## src/rtl/add_round_key_stage.sv

```systemverilog
// -----------------------------------------------------------------------------
// add_round_key_stage
//   AES AddRoundKey pipeline stage with a 2-entry in-order output FIFO.
//   Each accepted word is {hdr, state}. The stage XORs the state with
//   key_table[hdr] and buffers the result. The result appears at the output
//   one cycle after it is accepted.
//
// Parameters
//   NUM_KEYS  : number of round-key table entries (default 11, rounds 0..10).
//
// Optional feature
//   ARK_HDR_CHECK_EN : if defined, each FIFO entry stores an error bit that
//                      flags header >= NUM_KEYS. err shows the bit of the
//                      head entry. If undefined, err is tied to 0.
//
// Ports
//   clk, n_rst           : clock and synchronous active-low reset
//   in_valid / in_ready  : upstream handshake. in_ready = (count < 2).
//   data_in[131:0]       : [131:128] round number, [127:0] state
//                          (column c at [c*32 +: 32]).
//   key_we/key_addr/key_data : round-key table write port
//   out_valid / out_ready: downstream handshake
//   data_out[131:0]      : {hdr, state ^ key}
//   header_out[3:0]      : copy of data_out[131:128]
//   err                  : head entry had an out-of-range header
// -----------------------------------------------------------------------------

// One 32-bit column of the AddRoundKey XOR.
module ark_lane #(
  parameter int VEC_W = 32
) (
  input  logic [VEC_W-1:0] col_i,
  input  logic [VEC_W-1:0] key_i,
  output logic [VEC_W-1:0] col_o
);
  assign col_o = col_i ^ key_i;
endmodule

module add_round_key_stage #(
  parameter int NUM_KEYS = 11
) (
  input  logic         clk,
  input  logic         n_rst,
  input  logic         in_valid,
  output logic         in_ready,
  input  logic [131:0] data_in,
  input  logic         key_we,
  input  logic [3:0]   key_addr,
  input  logic [127:0] key_data,
  output logic         out_valid,
  input  logic         out_ready,
  output logic [131:0] data_out,
  output logic [3:0]   header_out,
  output logic         err
);

  localparam int NUM_LANES = 4;
  localparam int VEC_W     = 32;

  // round-key table
  logic [127:0] key_tbl_q [NUM_KEYS];

  // fifo state
  logic [131:0] mem_q [2];
  logic         wptr_q, wptr_d;
  logic         rptr_q, rptr_d;
  logic [1:0]   cnt_q, cnt_d;

  logic push, pop;
  logic [3:0]   hdr;
  logic [127:0] key_sel;

  logic [NUM_LANES-1:0][VEC_W-1:0] st_cols, key_cols, res_cols;

  assign hdr = data_in[131:128];

  // Key lookup is a match loop, not a direct index. Headers >= NUM_KEYS
  // therefore fall through to the all-zero default, and the state passes
  // through unchanged. The read uses the registered table, so a key write in
  // the same cycle is not seen by this word.
  always_comb begin
    key_sel = '0;
    for (int k = 0; k < NUM_KEYS; k++)
      if (hdr == 4'(k)) key_sel = key_tbl_q[k];
  end

  assign st_cols  = data_in[127:0];
  assign key_cols = key_sel;

  ark_lane #(.VEC_W(VEC_W)) u_lane [NUM_LANES-1:0] (
    .col_i (st_cols),
    .key_i (key_cols),
    .col_o (res_cols)
  );

  // handshake; in_ready depends only on registered count
  assign in_ready  = (cnt_q < 2'd2);
  assign out_valid = (cnt_q != 2'd0);
  assign push      = in_valid & in_ready;
  assign pop       = out_valid & out_ready;

  always_comb begin
    wptr_d = push ? ~wptr_q : wptr_q;
    rptr_d = pop  ? ~rptr_q : rptr_q;
    cnt_d  = cnt_q;
    case ({push, pop})
      2'b10:   cnt_d = cnt_q + 2'd1;
      2'b01:   cnt_d = cnt_q - 2'd1;
      default: cnt_d = cnt_q;
    endcase
  end

  always_ff @(posedge clk) begin
    if (!n_rst) begin
      cnt_q  <= '0;
      wptr_q <= 1'b0;
      rptr_q <= 1'b0;
      mem_q[0] <= '0;
      mem_q[1] <= '0;
      for (int k = 0; k < NUM_KEYS; k++) key_tbl_q[k] <= '0;
    end else begin
      cnt_q  <= cnt_d;
      wptr_q <= wptr_d;
      rptr_q <= rptr_d;
      if (push) mem_q[wptr_q] <= {hdr, res_cols};
      // An address >= NUM_KEYS matches no entry, so the write is dropped.
      for (int k = 0; k < NUM_KEYS; k++)
        if (key_we && key_addr == 4'(k)) key_tbl_q[k] <= key_data;
    end
  end

  // The output is zero while the FIFO is empty. The head entry stays fixed
  // until it is popped, so the output is stable during a stall.
  assign data_out   = out_valid ? mem_q[rptr_q] : '0;
  assign header_out = data_out[131:128];

`ifdef ARK_HDR_CHECK_EN
  logic [1:0] err_q;
  logic       hdr_bad;

  assign hdr_bad = !(32'(hdr) < NUM_KEYS);

  always_ff @(posedge clk) begin
    if (!n_rst)    err_q <= '0;
    else if (push) err_q[wptr_q] <= hdr_bad;
  end

  assign err = out_valid & err_q[rptr_q];
`else
  assign err = 1'b0;
`endif

endmodule
```

## config.mk

```make
export PLATFORM = sky130hd
export DESIGN_NAME = add_round_key_stage
export DESIGN_NICKNAME = d
export VERILOG_FILES = /design/src/rtl/add_round_key_stage.sv
export SDC_FILE = /design/constraint.sdc
export NUM_CORES = 2
export LEC_CHECK = 0
export CAP_MARGIN = 25
export CELL_PAD_IN_SITES_DETAIL_PLACEMENT = 0
export CELL_PAD_IN_SITES_GLOBAL_PLACEMENT = 2
export CORE_MARGIN = 3
export CORE_UTILIZATION = 38
export CTS_BUF_LIST = sky130_fd_sc_hd__clkbuf_4
export CTS_CLUSTER_SIZE = 8
export DETAILED_ROUTE_END_ITERATION = 12
export GPL_TIMING_DRIVEN = 0
export MAX_ROUTING_LAYER = met4
export PLACE_DENSITY = 0.8
export REMOVE_ABC_BUFFERS = 1
export SLEW_MARGIN = 20
export SYNTH_ARGS = -nofsm -noshare
export SYNTH_HDL_FRONTEND = slang
export SYNTH_SLANG_ARGS = --single-unit
export TNS_END_PERCENT = 20
```

## constraint.sdc

```tcl
create_clock -name clk -period 14.1 [get_ports clk]
set_input_delay 3.525 -clock clk [delete_from_list [all_inputs] [get_ports clk]]
set_output_delay 3.525 -clock clk [all_outputs]
set_load 0.05 [all_outputs]
```

# ---- Word-level counts from Yosys, hierarchy flattened
# Memories as Yosys holds them, arrays and structs flattened. A register that Yosys moved wholly into a read port is not among the register bits.
# Index checks and enable logic that the tools add are counted.
dict set report totals {
  register_bits 4
  ramBits 1672
  inputBits 269
  mem_count 2
}
# memory words width rd rd_ports_with_merged_regs wr line
set mem_list {}
lappend mem_list {key_tbl_q 11 128 11 0 11 61} ;# logic [127:0] key_tbl_q [NUM_KEYS];
lappend mem_list {mem_q 2 132 1 1 2 64} ;# logic [131:0] mem_q [2];
dict set report classes {
  add_sub_neg 2
  magnitude_cmp 1
  eq_ne 22
  mux 66
  n_bitwise 19
  n_reduce_logical 16
}
# cell count
set ops {}
lappend ops {{128-bit two-way mux} 22}
lappend ops {{132-bit two-way mux} 2}
lappend ops {{132-bit OR reduction} 1}
lappend ops {{32-bit XOR} 4}
lappend ops {{1-bit two-way mux} 41}
lappend ops {{4-bit by 3-bit == test with 1-bit output (second input constant)} 8}
lappend ops {{4-bit == test (second input constant)} 6}
lappend ops {{4-bit by 2-bit == test with 1-bit output (second input constant)} 4}
lappend ops {{1-bit logical AND} 11}
lappend ops {{1-bit bitwise OR} 11}
lappend ops {{4-bit by 1-bit == test with 1-bit output (second input constant)} 2}
lappend ops {{4-bit zero test} 2}
lappend ops {{2-bit one-hot mux with 2 select lines} 1}
lappend ops {{2-bit nonzero test} 2}
lappend ops {{2-bit by 1-bit adder with 2-bit output (second input constant)} 1}
lappend ops {{1-bit AND} 2}
lappend ops {{2-bit by 1-bit == test with 1-bit output (second input constant)} 1}
lappend ops {{2-bit == test (second input constant)} 1}
lappend ops {{2-bit less-than comparator (second input constant)} 1}
lappend ops {{1-bit inverter} 2}
lappend ops {{2-bit by 1-bit subtractor with 2-bit output (second input constant)} 1}

# ---- Depth between registers and ports, before layout
dict set report depth {
  depth_word 14
  ltp_mapped 11
}

# ---- Modules after synthesis
# A second synthesis with hierarchy kept.
dict set report hier_totals {
  cells_unflattened 6205
  hier_area_um2 75623.8
}
# mod instances cells_per_inst area_per_inst_um2 seq_area_each_um2
set modules_own_cells {}
lappend modules_own_cells {add_round_key_stage 1 6077 74502.7 50308.2}
lappend modules_own_cells {ark_lane 4 32 280.3 0.0}

# ---- Least setup slack after synthesis
# OpenSTA, ideal clock, no wires.
dict set report synth_timing {
  path_type {input port to flip-flop}
  start {input in_valid}
  end {memory mem_q[0][0] (enable)}
  arrival_ns 13.032
  required_ns 13.294
  slack_ns 0.262
  stages 3
  path_buffers 1
  path_cell_list {nand2b_1 clkbuf_1 o21ai_0}
}
# item line
set synth_lines {}
lappend synth_lines {{start: declaration} 44} ;# input logic in_valid,
lappend synth_lines {{end: declaration} 64}

==> metrics.txt <==
port buffer count 406; Syn Inst Count 6,900; initial core utilization 0.383; fin crit period 7.79 ns; Max stage delay on crit path 0.94 ns; nets 7,621; PD cells 139 mW/mm2; Worst-Skew Late Latency 1.41 ns; number of max-cap violations 0; Finished Core Util 0.462; Fin Setup TNS 0 ns; largest net degree at the start of global routing 96; Final Slew Violations 0; Final setup viols 0; Filler Cell Count 18,476; P_leak 32.2 nW; routed vias 59,940; post-synthesis compound-gate area fraction 0.136; Rows 165; CTS buffer count 467; Syn Area/Cell 11.2 um2; main combinational cell family by area after synthesis simple AND/OR/NAND/NOR gates; post-synthesis sequential area ratio 0.648; CP arrival 4.26 ns; outcome finished, final reports clean; CP cell instances buf_16, mux2i_1, nor2_1, clkdlybuf4s50_1; Primary FF master, synth edfxtp_1; fmax 128 MHz; clock tree buffer depth 4; post-CTS sizing 0; Final Hold Fails 0; Routed WL 280 mm; wire per inst 27.0 um; Slew Limit Headroom 0.186; die width 458 um; total die area 0.210 mm2; first-pass GRT wire length 402 mm; Synth Area in XOR/XNOR 0.00214; post-synth cell types 67; Worst Path Required 10.57 ns; Max IR drop VDD 0.0700 mV; Setup crit start kind flop; fin crit share 0.552; asr flop ratio synth 0; simple-gate area share of the yosys netlist 0.143; Final GP Congestion 0.730; Post-CTS Setup Bufs 0; crit path capture type output port; 1st-iter DRT viols 5,927; number of synthesized flops with an enable pin 1,672; Synth Area in Adders 0.000161; HPWL Detailed 171 mm; GR Util All Layers 0.269; final global-route overflow total 0; Critical Path Slowest Stage Cell clkdlybuf4s50_1; via count of the first global-routing pass 59,380; synthesis-to-finish area growth 20.5%; unrepaired setup endpoints after global routing false; number of detailed-route iterations in the first pass 7; layout cells sized above 1 0.138; Hold WC Path Type flop to flop; worst slew pin tran 1.22 ns; hold buffers post-CTS 0; die boundary height 458 um; H-Tree Depth 5; clock slew at reported path FFs 0.06 ns; initial antenna violation count 8; drt drc 0; Via density 5.78; mux contribution to synthesized area 0.0275; Power Total 13.0 mW; CTS tree built; CP max FO 31; CTS root buf clkbuf_4; dpl cells 9,554; CTS Sinks 1,677; Crit Path Class flop to output port; Clock Skews 0.0991 ns; DRT antenna net count 0; Synth warnings 0; Core Area 0.203 mm2; fin cells 10,377; #FFs+latches synth 1,677; Synth Cell Area 0.0776 mm2; IO Count 408
area by class of cell:
| type | count | area [um2] | share of cell area |
|---|---|---|---|
| multi-input cells | 4395 | 24300 | 0.260 |
| well taps | 2672 | 3340 | 0.0358 |
| clock buffers | 698 | 5240 | 0.0560 |
| repair buffers | 665 | 9210 | 0.0985 |
| diodes | 8 | 20.0 | 0.000214 |
| flip-flops and latches | 1677 | 50300 | 0.538 |
| inverters | 145 | 559 | 0.00598 |
| clock inverters | 117 | 517 | 0.00553 |
routing by layer:
metal  part of all wire  up-vias  global-route usage
li1                   -    26371                   -
met1               0.41    29793               0.346
met2               0.47     3181               0.426
met3              0.084      595              0.0462
met4              0.040        0               0.108
met5                  0        -                   -
synthesized netlist by cell type (5+ instances only):
cell,number,share of area
a21o_1,86,0.0083
and2_1,17,0.0014
mux4_2,5,0.0015
nor4_1,89,0.0072
a22oi_1,102,0.0099
o32a_1,21,0.0027
dfxtp_1,5,0.0013
nand3_1,32,0.0021
a311oi_1,70,0.0079
clkbuf_1,507,0.025
mux2_2,8,0.0012
nor2b_1,36,0.0029
a21oi_1,475,0.031
o21ai_0,156,0.010
nand3b_1,14,0.0014
a222oi_1,14,0.0018
buf_2,130,0.0084
a221oi_1,18,0.0020
or4_1,24,0.0023
o221ai_1,30,0.0034
o21a_1,102,0.0099
inv_1,144,0.0070
a22o_1,20,0.0023
and3b_1,23,0.0026
a2bb2oi_1,118,0.013
or3_1,84,0.0068
mux2i_1,193,0.025
xor2_1,9,0.0010
xnor2_1,10,0.0011
o2bb2ai_1,71,0.0080
o211ai_1,106,0.010
buf_4,11,0.0011
nand2_1,369,0.018
edfxtp_1,1672,0.65
nand2b_1,112,0.0090
o22ai_1,135,0.011
nor3_1,71,0.0046
buf_1,35,0.0017
nor2_1,1695,0.082
o21ai_1,14,0.00090
a31oi_1,13,0.0010
state kept, by name, indices dropped and copies added, names as in the netlist, named ones only:
signal and cells:
key_tbl_q 1408, mem_q 264, cnt_q 2, rptr_q 1, wptr_q 1
metrics by stage:
stage               area, um2  hold slack [ns]  worst slack, ns
finish                  93500            0.584             6.31
global placement        82200            0.511           -50.44
detailed placement      87700            0.559             6.28
CTS                     93500            0.580             6.15
global route            93500            0.611             6.24
floorplan               74800            0.485            0.314
critical path: cells and delay by family, from the launching register on:
| kind | cells | cell delay (ns) |
|---|---|---|
| buffers and inverters | 2 | 1.25 |
| muxes | 1 | 0.12 |
| DFF | 1 | 0.81 |
| and+or+nand+nor | 1 | 0.62 |
cells in the final DEF, fill, tap and decap left out, types with 84 or more instances in the layout:
cell type / synthesis / final
nand2_1: 369 / 347
a22oi_1: 102 / 102
o211ai_1: 106 / 106
o21ai_0: 156 / 155
nand2b_1: 112 / 109
nor2_1: 1695 / 1690
inv_1: 144 / 143
a21oi_1: 475 / 475
a2bb2oi_1: 118 / 118
edfxtp_1: 1672 / 1672
clkbuf_4: 0 / 698
clkinv_1: 0 / 92
a21o_1: 86 / 86
mux2i_1: 193 / 193
buf_16: 0 / 107
o22ai_1: 135 / 135
nor4_1: 89 / 89
clkdlybuf4s50_1: 0 / 401
o21a_1: 102 / 102
or3_1: 84 / 84
logic make-up (layout without fill, tap and decap cells):
group | count (synthesis) | in the layout
mux | 206 | 206
compound gates | 1577 | 1577
buf+inv | 828 | 1625
flops | 1677 | 1677
fa+ha+maj | 1 | 1
xor+xnor | 19 | 19
simple gates | 2591 | 2591
other cells | 1 | 9
path summary, 6_finish.rpt:
path	startpoint	end	slack, ns	cells after the start
min reg2reg	rptr_q$_SDFFE_PN0P_	flop	0.58	2
max	flop	data_out[123]	6.31	4
min	rptr_q$_SDFFE_PN0P_	flop	0.58	2
max reg2reg	cnt_q[1]$_SDFFE_PN0P_	mem_q[0][74]$_SDFFCE_PN0P_	11.22	7
report_power, final:
part           internal (mW)  switching (mW)  total [mW]
clock network           2.28            2.10        4.38
registers               5.89           0.127        6.02
logic                  0.863            1.70        2.56
Power figures use the tool's default switching activity.
